==> src/rtl/logic_gate_pkg.sv <==
// Shared op encodings and the bitwise evaluation function for logic_gate_pipe.
// Operands are zero-extended to GATE_MAX_W; callers truncate the result to their width.
package logic_gate_pkg;

    localparam logic [2:0] OP_AND  = 3'b000;
    localparam logic [2:0] OP_OR   = 3'b001;
    localparam logic [2:0] OP_XOR  = 3'b010;
    localparam logic [2:0] OP_NAND = 3'b011;
    localparam logic [2:0] OP_NOR  = 3'b100;
    localparam logic [2:0] OP_XNOR = 3'b101;
    localparam logic [2:0] OP_NOT  = 3'b110;
    localparam logic [2:0] OP_PASS = 3'b111;

    localparam int unsigned GATE_MAX_W = 64;

    function automatic logic [GATE_MAX_W-1:0] gate_eval(
        input logic [GATE_MAX_W-1:0] a,
        input logic [GATE_MAX_W-1:0] b,
        input logic [2:0]            op
    );
        logic [GATE_MAX_W-1:0] r;
        case (op)
            OP_AND:  r = a & b;
            OP_OR:   r = a | b;
            OP_XOR:  r = a ^ b;
            OP_NAND: r = ~(a & b);
            OP_NOR:  r = ~(a | b);
            OP_XNOR: r = ~(a ^ b);
            OP_NOT:  r = ~a;
            default: r = a;
        endcase
        return r;
    endfunction

endpackage

==> src/rtl/gate_fifo2.sv <==
// Two-entry valid/ready result buffer; in_ready_o depends only on state and reset,
// so there is no combinational path from out_ready_i to in_ready_o.
module gate_fifo2 #(
    parameter int unsigned DW    = 6,
    parameter int unsigned DEPTH = 2
) (
    input  logic          clk,
    input  logic          rst,
    input  logic          in_valid_i,
    output logic          in_ready_o,
    input  logic [DW-1:0] in_data_i,
    output logic          out_valid_o,
    input  logic          out_ready_i,
    output logic [DW-1:0] out_data_o
);
    import logic_gate_pkg::*;

    if (DEPTH != 2) begin : g_bad_depth
        $error("gate_fifo2: DEPTH must be 2");
    end

    logic [DW-1:0] mem_q [2];
    logic [1:0]    count_q, count_d;
    logic          wr_ptr_q, wr_ptr_d;
    logic          rd_ptr_q, rd_ptr_d;
    logic          push, pop;

    assign in_ready_o  = (count_q != 2'd2) & ~rst;
    assign out_valid_o = (count_q != 2'd0);
    assign out_data_o  = mem_q[rd_ptr_q];
    assign push        = in_valid_i & in_ready_o;
    assign pop         = out_valid_o & out_ready_i;

    always_comb begin
        count_d  = count_q;
        wr_ptr_d = wr_ptr_q;
        rd_ptr_d = rd_ptr_q;
        if (push) wr_ptr_d = ~wr_ptr_q;
        if (pop)  rd_ptr_d = ~rd_ptr_q;
        case ({push, pop})
            2'b10:   count_d = count_q + 2'd1;
            2'b01:   count_d = count_q - 2'd1;
            default: count_d = count_q;
        endcase
    end

    always_ff @(posedge clk) begin
        if (rst) begin
            count_q  <= '0;
            wr_ptr_q <= 1'b0;
            rd_ptr_q <= 1'b0;
        end else begin
            count_q  <= count_d;
            wr_ptr_q <= wr_ptr_d;
            rd_ptr_q <= rd_ptr_d;
        end
    end

    // Storage is cleared on reset so the head reads as zero afterwards.
    always_ff @(posedge clk) begin
        if (rst) begin
            mem_q[0] <= '0;
            mem_q[1] <= '0;
        end else if (push) begin
            mem_q[wr_ptr_q] <= in_data_i;
        end
    end

endmodule

==> src/rtl/logic_gate_pipe.sv <==
// W-bit selectable bitwise gate with a 2-entry registered valid/ready result buffer.
// Optional sticky OR-accumulator of popped results: define LOGIC_GATE_PIPE_STICKY_EN.
module logic_gate_pipe #(
    parameter int unsigned W     = 4,
    parameter int unsigned DEPTH = 2
) (
    input  logic         clk,
    input  logic         rst,
    input  logic         in_valid,
    output logic         in_ready,
    input  logic [W-1:0] a,
    input  logic [W-1:0] b,
    input  logic [2:0]   op,
    output logic         out_valid,
    input  logic         out_ready,
    output logic [W-1:0] y,
    output logic         y_any,
    output logic         y_all
`ifdef LOGIC_GATE_PIPE_STICKY_EN
   ,input  logic         sticky_clr,
    output logic [W-1:0] sticky
`endif
);
    import logic_gate_pkg::*;

    if (W < 1 || W > GATE_MAX_W) begin : g_bad_width
        $error("logic_gate_pipe: W out of range");
    end

    logic [W-1:0] res;
    logic [W+1:0] head;

    assign res = W'(gate_eval(GATE_MAX_W'(a), GATE_MAX_W'(b), op));

    gate_fifo2 #(
        .DW    (W + 2),
        .DEPTH (DEPTH)
    ) u_fifo (
        .clk         (clk),
        .rst         (rst),
        .in_valid_i  (in_valid),
        .in_ready_o  (in_ready),
        .in_data_i   ({res, |res, &res}),
        .out_valid_o (out_valid),
        .out_ready_i (out_ready),
        .out_data_o  (head)
    );

    assign y     = head[W+1:2];
    assign y_any = head[1];
    assign y_all = head[0];

`ifdef LOGIC_GATE_PIPE_STICKY_EN
    logic [W-1:0] sticky_q, sticky_d;

    // Clear has priority over accumulating a same-cycle pop.
    always_comb begin
        sticky_d = sticky_q;
        if (sticky_clr)                  sticky_d = '0;
        else if (out_valid && out_ready) sticky_d = sticky_q | y;
    end

    always_ff @(posedge clk) begin
        if (rst) sticky_q <= '0;
        else     sticky_q <= sticky_d;
    end

    assign sticky = sticky_q;
`endif

endmodule
==> config.mk <==
export PLATFORM = sky130hd
export DESIGN_NAME = logic_gate_pipe
export DESIGN_NICKNAME = d
export VERILOG_FILES = /design/src/rtl/logic_gate_pkg.sv /design/src/rtl/gate_fifo2.sv /design/src/rtl/logic_gate_pipe.sv
export SDC_FILE = /design/constraint.sdc
export NUM_CORES = 1
export LEC_CHECK = 0
export CAP_MARGIN = 15
export CELL_PAD_IN_SITES_DETAIL_PLACEMENT = 1
export CELL_PAD_IN_SITES_GLOBAL_PLACEMENT = 1
export CORE_MARGIN = 4
export CORE_UTILIZATION = 35
export CTS_CLUSTER_SIZE = 12
export DETAILED_ROUTE_END_ITERATION = 12
export PLACE_DENSITY = 0.71
export SYNTH_ARGS = -nofsm -noshare
export SYNTH_HDL_FRONTEND = slang
export SYNTH_SLANG_ARGS = --single-unit
==> constraint.sdc <==
create_clock -name clk -period 1.9 [get_ports clk]
set_input_delay 0.285 -clock clk [delete_from_list [all_inputs] [get_ports clk]]
set_output_delay 0.285 -clock clk [all_outputs]
set_load 0.02 [all_outputs]
Word-level counts from Yosys, hierarchy flattened
Memories as Yosys holds them, arrays and structs flattened. A register that Yosys moved wholly into a read port is not among the register bits.
Index checks and enable logic that the tools add are counted.
{"block": "totals", "register_bits": 4, "latch_bits": 0, "mem_bits_rw": 12, "romBits": 0, "output_inout_bits": 8, "word_cells": 46, "mem_count": 1}
{"memory": "u_fifo.mem_q", "depth": 2, "width": 6, "read_ports": 1, "rd_ports_with_merged_regs": 1, "wr": 2, "line_no": "gate_fifo2.sv:22", "source": "logic [DW-1:0] mem_q [2];"}
{"block": "op_classes", "add_sub_neg": 2, "mul": 0, "div": 0, "magnitude_cmp": 0, "eq_ne": 9, "shifts": 0, "muxes": 12, "bitwise": 13, "n_reduce_logical": 6}
{"op": "4-bit one-hot mux with 7 select lines", "n": 1}
{"op": "4-bit NOT", "n": 4}
{"op": "3-bit equality test, second input constant", "n": 3}
{"op": "1-bit two-way mux", "n": 9}
{"op": "3-bit by 2-bit equality test with 1-bit output, second input constant", "n": 2}
{"op": "6-bit two-way mux", "n": 1}
{"op": "6-bit OR reduction", "n": 1}
{"op": "4-bit bitwise AND", "n": 1}
{"op": "4-bit bitwise OR", "n": 1}
{"op": "2-bit one-hot mux with 2 select lines", "n": 1}
{"op": "4-bit AND reduction", "n": 1}
{"op": "2-bit nonzero test", "n": 2}
{"op": "4-bit OR reduction", "n": 1}
{"op": "4-bit XOR", "n": 1}
{"op": "1-bit bitwise AND", "n": 3}
{"op": "3-bit by 1-bit equality test with 1-bit output, second input constant", "n": 1}
{"op": "3-bit zero test", "n": 1}
{"op": "1-bit NOT", "n": 3}
{"op": "2-bit by 1-bit adder with 2-bit output, second input constant", "n": 1}
{"op": "2-bit by 1-bit equality test with 1-bit output, second input constant", "n": 1}
{"op": "2-bit equality test, second input constant", "n": 1}
{"op": "2-bit inequality test, second input constant", "n": 1}
{"op": "2-bit by 1-bit subtractor with 2-bit output, second input constant", "n": 1}

Depth between registers and ports, before layout
{"block": "logic_depth", "depth_word": 8, "depth_mapped": 7, "mapped_depth_nobuf": 7}

Hierarchy
From an unflattened synthesis, not the netlist that was laid out.
{"block": "hier_totals", "hier_cells": 141, "area_unflattened_um2": 1283.7}
{"module": "gate_fifo2", "instances": 1, "cells_each": 69, "area_per_inst_um2": 783.3, "seq_area_each_um2": 460.4}
{"module": "logic_gate_pipe", "instances": 1, "cells_each": 72, "area_per_inst_um2": 500.5, "seq_area_each_um2": 0.0}

Worst setup path after synthesis
No wires, ideal clock.
{"block": "synth_timing", "path_type": "register to register", "start": "register u_fifo.count_q[0]", "end": "register u_fifo.count_q[1]", "setup_time_ns": 0.070, "arrival_time_ns": 1.808, "setup_slack_ns": 0.022, "stages_incl_launch_ff": 7, "cell_sequence": "dfxtp_1 -> inv_1 -> a21oi_1 -> nand2_1 -> ha_1 -> or3_1 -> a21oi_1"}
{"block": "synth_between", "elab_chain_cells": 5, "elab_cells_between_ends": 11, "cone_classes": "add/sub: 2; eq/ne: 3; mux: 1; bitwise: 3; reduce/logical: 2"}
{"element": "from (decl)", "line_no": "gate_fifo2.sv:23", "source": "logic [1:0] count_q, count_d;"}
{"element": "from (signal assigned)", "line_no": "gate_fifo2.sv:53", "source": "count_q <= count_d;"}
{"element": "2-bit inequality test *", "line_no": "gate_fifo2.sv:28", "source": "assign in_ready_o = (count_q != 2'd2) & ~rst;"}
{"element": "1-bit bitwise AND *", "line_no": "gate_fifo2.sv:28"}
{"element": "via in_ready", "line_no": "logic_gate_pipe.sv:10", "source": "output logic in_ready,"}
{"element": "1-bit bitwise AND *", "line_no": "gate_fifo2.sv:31", "source": "assign push = in_valid_i & in_ready_o;"}
{"element": "2-bit by 1-bit equality test with 1-bit output / 2-bit equality test (equally long branches)", "line_no": "gate_fifo2.sv:40", "source": "case ({push, pop})"}
{"element": "2-bit one-hot mux with 2 select lines / 2-bit nonzero test (equally long branches)"}
The timed path passes the listed nets; every way through them passes the cells marked *.
A chain may end at the register's enable or synchronous reset.

==> summary.txt <==
Run status
  • Status: complete, no violations

Clock tree
  • Max clock buf depth: 2
  • Clk root buf: clkbuf_4
  • TritonCTS clock tree: built
  • Worst skew pair latency: 0.30 ns
  • # clock sinks: 17
  • H-tree depth: 1
  • Clock slew at reported path FFs: 0.10 ns
  • CTS Buf Count: 3

Floorplan
  • Die Wd: 65.8 microns
  • Die Y-Extent: 65.8 microns
  • # rows: 20
  • Top Ports: 23
  • Die area: 4340 sq um
  • Starting Density: 37.4%
  • Core area: 3130 sq um

STA
  • Post-Route Setup TNS: 0 ns
  • Clock Skew: 0.00925 ns
  • Worst-margin pin slew: 0.304 ns
  • F_max: 531 MHz
  • Fin. Hold Viols: 0
  • Final setup vio count: 0
  • Setup ws final: 0.0156 ns
  • Crit share post-route: 99.2%
  • Max-slew violations: 0
  • Tmin final: 1.88 ns
  • Rel. slew slack: 79.7%

Route
  • # DRC: 0
  • Met3 WL post-DR: 88 microns
  • Post-route ant nets: 0
  • DR pass1 iterations: 4
  • Final WL: 2.97 mm
  • Drt via density: 4.96
  • Highest routed layer: met4
  • Starting DRT DRC Count: 44
  • DRT met1 WL: 1.29 mm
  • Wire per inst: 14.5 microns
  • Via count: 1017
  • Wire length on met2: 1.52 mm

Worst setup path
  • Worst Setup SP: op[0]
  • Worst-path fanout max: 12
  • Most used cell, CP: buf_4
  • Required time worst endpoint: 1.92 ns
  • Worst path arrival time: 1.91 ns
  • Reg2reg start: u_fifo.count_q[0]
  • Critical path launch point type: input port
  • Crit path kind: in -> reg
  • Critical Path End Type: flop
  • Slowest CP cell: clkdlybuf4s50_1
  • Worst path cell trace: clkdlybuf4s50_1, buf_4, and3b_1, a31oi_1, o211ai_1, a21oi_1, buf_4, a41oi_2
  • Critical Path Max Stage Delay: 0.42 ns

Finish
  • Layout cells sized above 1: 38.5%
  • Area grow syn2layout: 50.2%
  • Net count, final: 186
  • Diodes inserted: 0
  • Commonest non-fill, non-tap cells in the layout: buf_4, dlygate4sd2_1, edfxtp_1
  • Most common cell after layout, fill and taps aside: buf_4

Pwr
  • Pwr/cell area: 735 nW/um^2
  • Total chip power: 1290 uW
  • Max IR drop VDD: 0.384 mV
  • Pleak: 0.000765 uW

Global route
  • Total gr overflow: 0
  • Pin count of the biggest net entering global routing: 14
  • GRT Total Usage: 15.9%
  • First-pass GRT wire length: 5.31 mm
  • Vias in the first global route: 1191
  • Antenna violations before repair: 0

Synthesis
  • Synth Cell Area: 1170 sq um
  • Syn avg cell area: 10.2 sq um
  • Synth Instances: 115
  • Unique cell type count in the Yosys netlist: 38
  • Sequential-to-total area share from yosys stat: 39.3%
  • Synth Net Count: 139
  • Flops & latches, synth: 17
  • Yosys warns: 0
  • Top FF cell, synth: edfxtp_1
  • Asr flop ratio synth: 0%
  • Number of synthesized flops with an enable pin: 12

Run
  • Max Cap Violations: 0

Place
  • Port bufs: 22
  • Final GP Congestion: 0.766
  • Place WS: -0.560 ns
  • Hpwl dp: 2.28 mm

Hold path
  • Hold crit path type: reg -> reg
  • Origin of the worst min-delay path: u_fifo.wr_ptr_q
==> metrics by stage <==
| step | cells | hold slack, ns | util, % | instance area [sq um] |
|---|---|---|---|---|
| CTS | 204 | 0.490 | 54.8 | 1710 |
| global route | 205 | 0.544 | 56.2 | 1760 |
| finish | 205 | 0.500 | 56.2 | 1760 |
| detailed placement | 197 | 0.474 | 50.3 | 1570 |
| global placement | 197 | 0.453 | 50.3 | 1570 |
| floorplan | 115 | 0.354 | - | 1170 |
==> registers in the layout (all words and copies together), names as in the netlist, named ones only <==
register / flops
u_fifo.mem_q: 12
u_fifo.wr_ptr_q: 1
u_fifo.rd_ptr_q: 1
u_fifo.count_q: 2
==> worst paths after layout <==
| check | to | slack, ns | cells past startpoint |
|---|---|---|---|
| hold / removal | u_fifo.wr_ptr_q | 0.50 | 2 |
| setup reg to reg | u_fifo.count_q[1] | 0.14 | 5 |
| setup / recovery | u_fifo.mem_q[0][1] | 0.02 | 8 |
| hold reg to reg | u_fifo.wr_ptr_q | 0.50 | 2 |
==> kinds of logic (layout without fill, tap and decap cells) <==
| family | Yosys count | after routing | share of synthesized area (%) |
|---|---|---|---|
| simple gates | 35 | 35 | 15.7 |
| compound gates | 20 | 20 | 11.3 |
| flops | 17 | 17 | 39.3 |
| buf+inv | 17 | 63 | 6.41 |
| mux | 14 | 14 | 15.4 |
| fa+ha+maj | 9 | 9 | 9.62 |
| xor+xnor | 3 | 3 | 2.24 |
==> repair_timing <==
item,CTS,global route
hold buffers,0,0
endpoints found under the setup margin,17,12
gates resized for setup,34,10
pin swaps,7,7
setup buffers,3,1
==> cells in the mapped netlist (2+ instances only) <==
master | number | area share, %
edfxtp_1 | 12 | 31
inv_1 | 12 | 3.8
nor2_1 | 10 | 3.2
ha_1 | 9 | 9.6
mux2_2 | 7 | 6.7
nand2_1 | 7 | 2.2
a21oi_1 | 5 | 2.1
dfxtp_1 | 5 | 8.5
nor2b_1 | 4 | 2.1
mux2i_1 | 3 | 2.6
o211ai_1 | 3 | 1.9
o21a_1 | 3 | 1.9
o21ai_0 | 3 | 1.3
a31oi_1 | 2 | 1.1
a41oi_1 | 2 | 1.5
clkbuf_1 | 2 | 0.64
mux4_2 | 2 | 3.8
nand3_1 | 2 | 0.85
nor4b_1 | 2 | 1.5
xnor2_1 | 2 | 1.5
==> layer usage <==
layer	GRT usage, %	vias to the layer above
met5	0	-
met4	6.22	0
met3	1.87	4
met2	29.0	24
met1	18.7	486
li1	-	503
==> cell type report <==
class                           instances  area, sq um
Clock inverter                          1         5.00
Tap cell                               44         55.1
Clock buffer                            3         22.5
Sequential cell                        17          462
Inverter                               12         45.0
Timing Repair Buffer                   47          403
Fill cell                             349         1370
Multi-Input combinational cell         81          767
==> power breakdown <==
part	switching, uW	internal [uW]
clock network	117	78.4
registers	46.5	461
logic	286	304
==> worst max-delay path: cells and delay by family <==
| kind | cells | cell delay [ns] |
|---|---|---|
| buf+inv | 3 | 0.81 |
| compound gates | 4 | 0.62 |
| simple gates | 1 | 0.19 |
No activity file was read; power rests on OpenSTA's default activity.
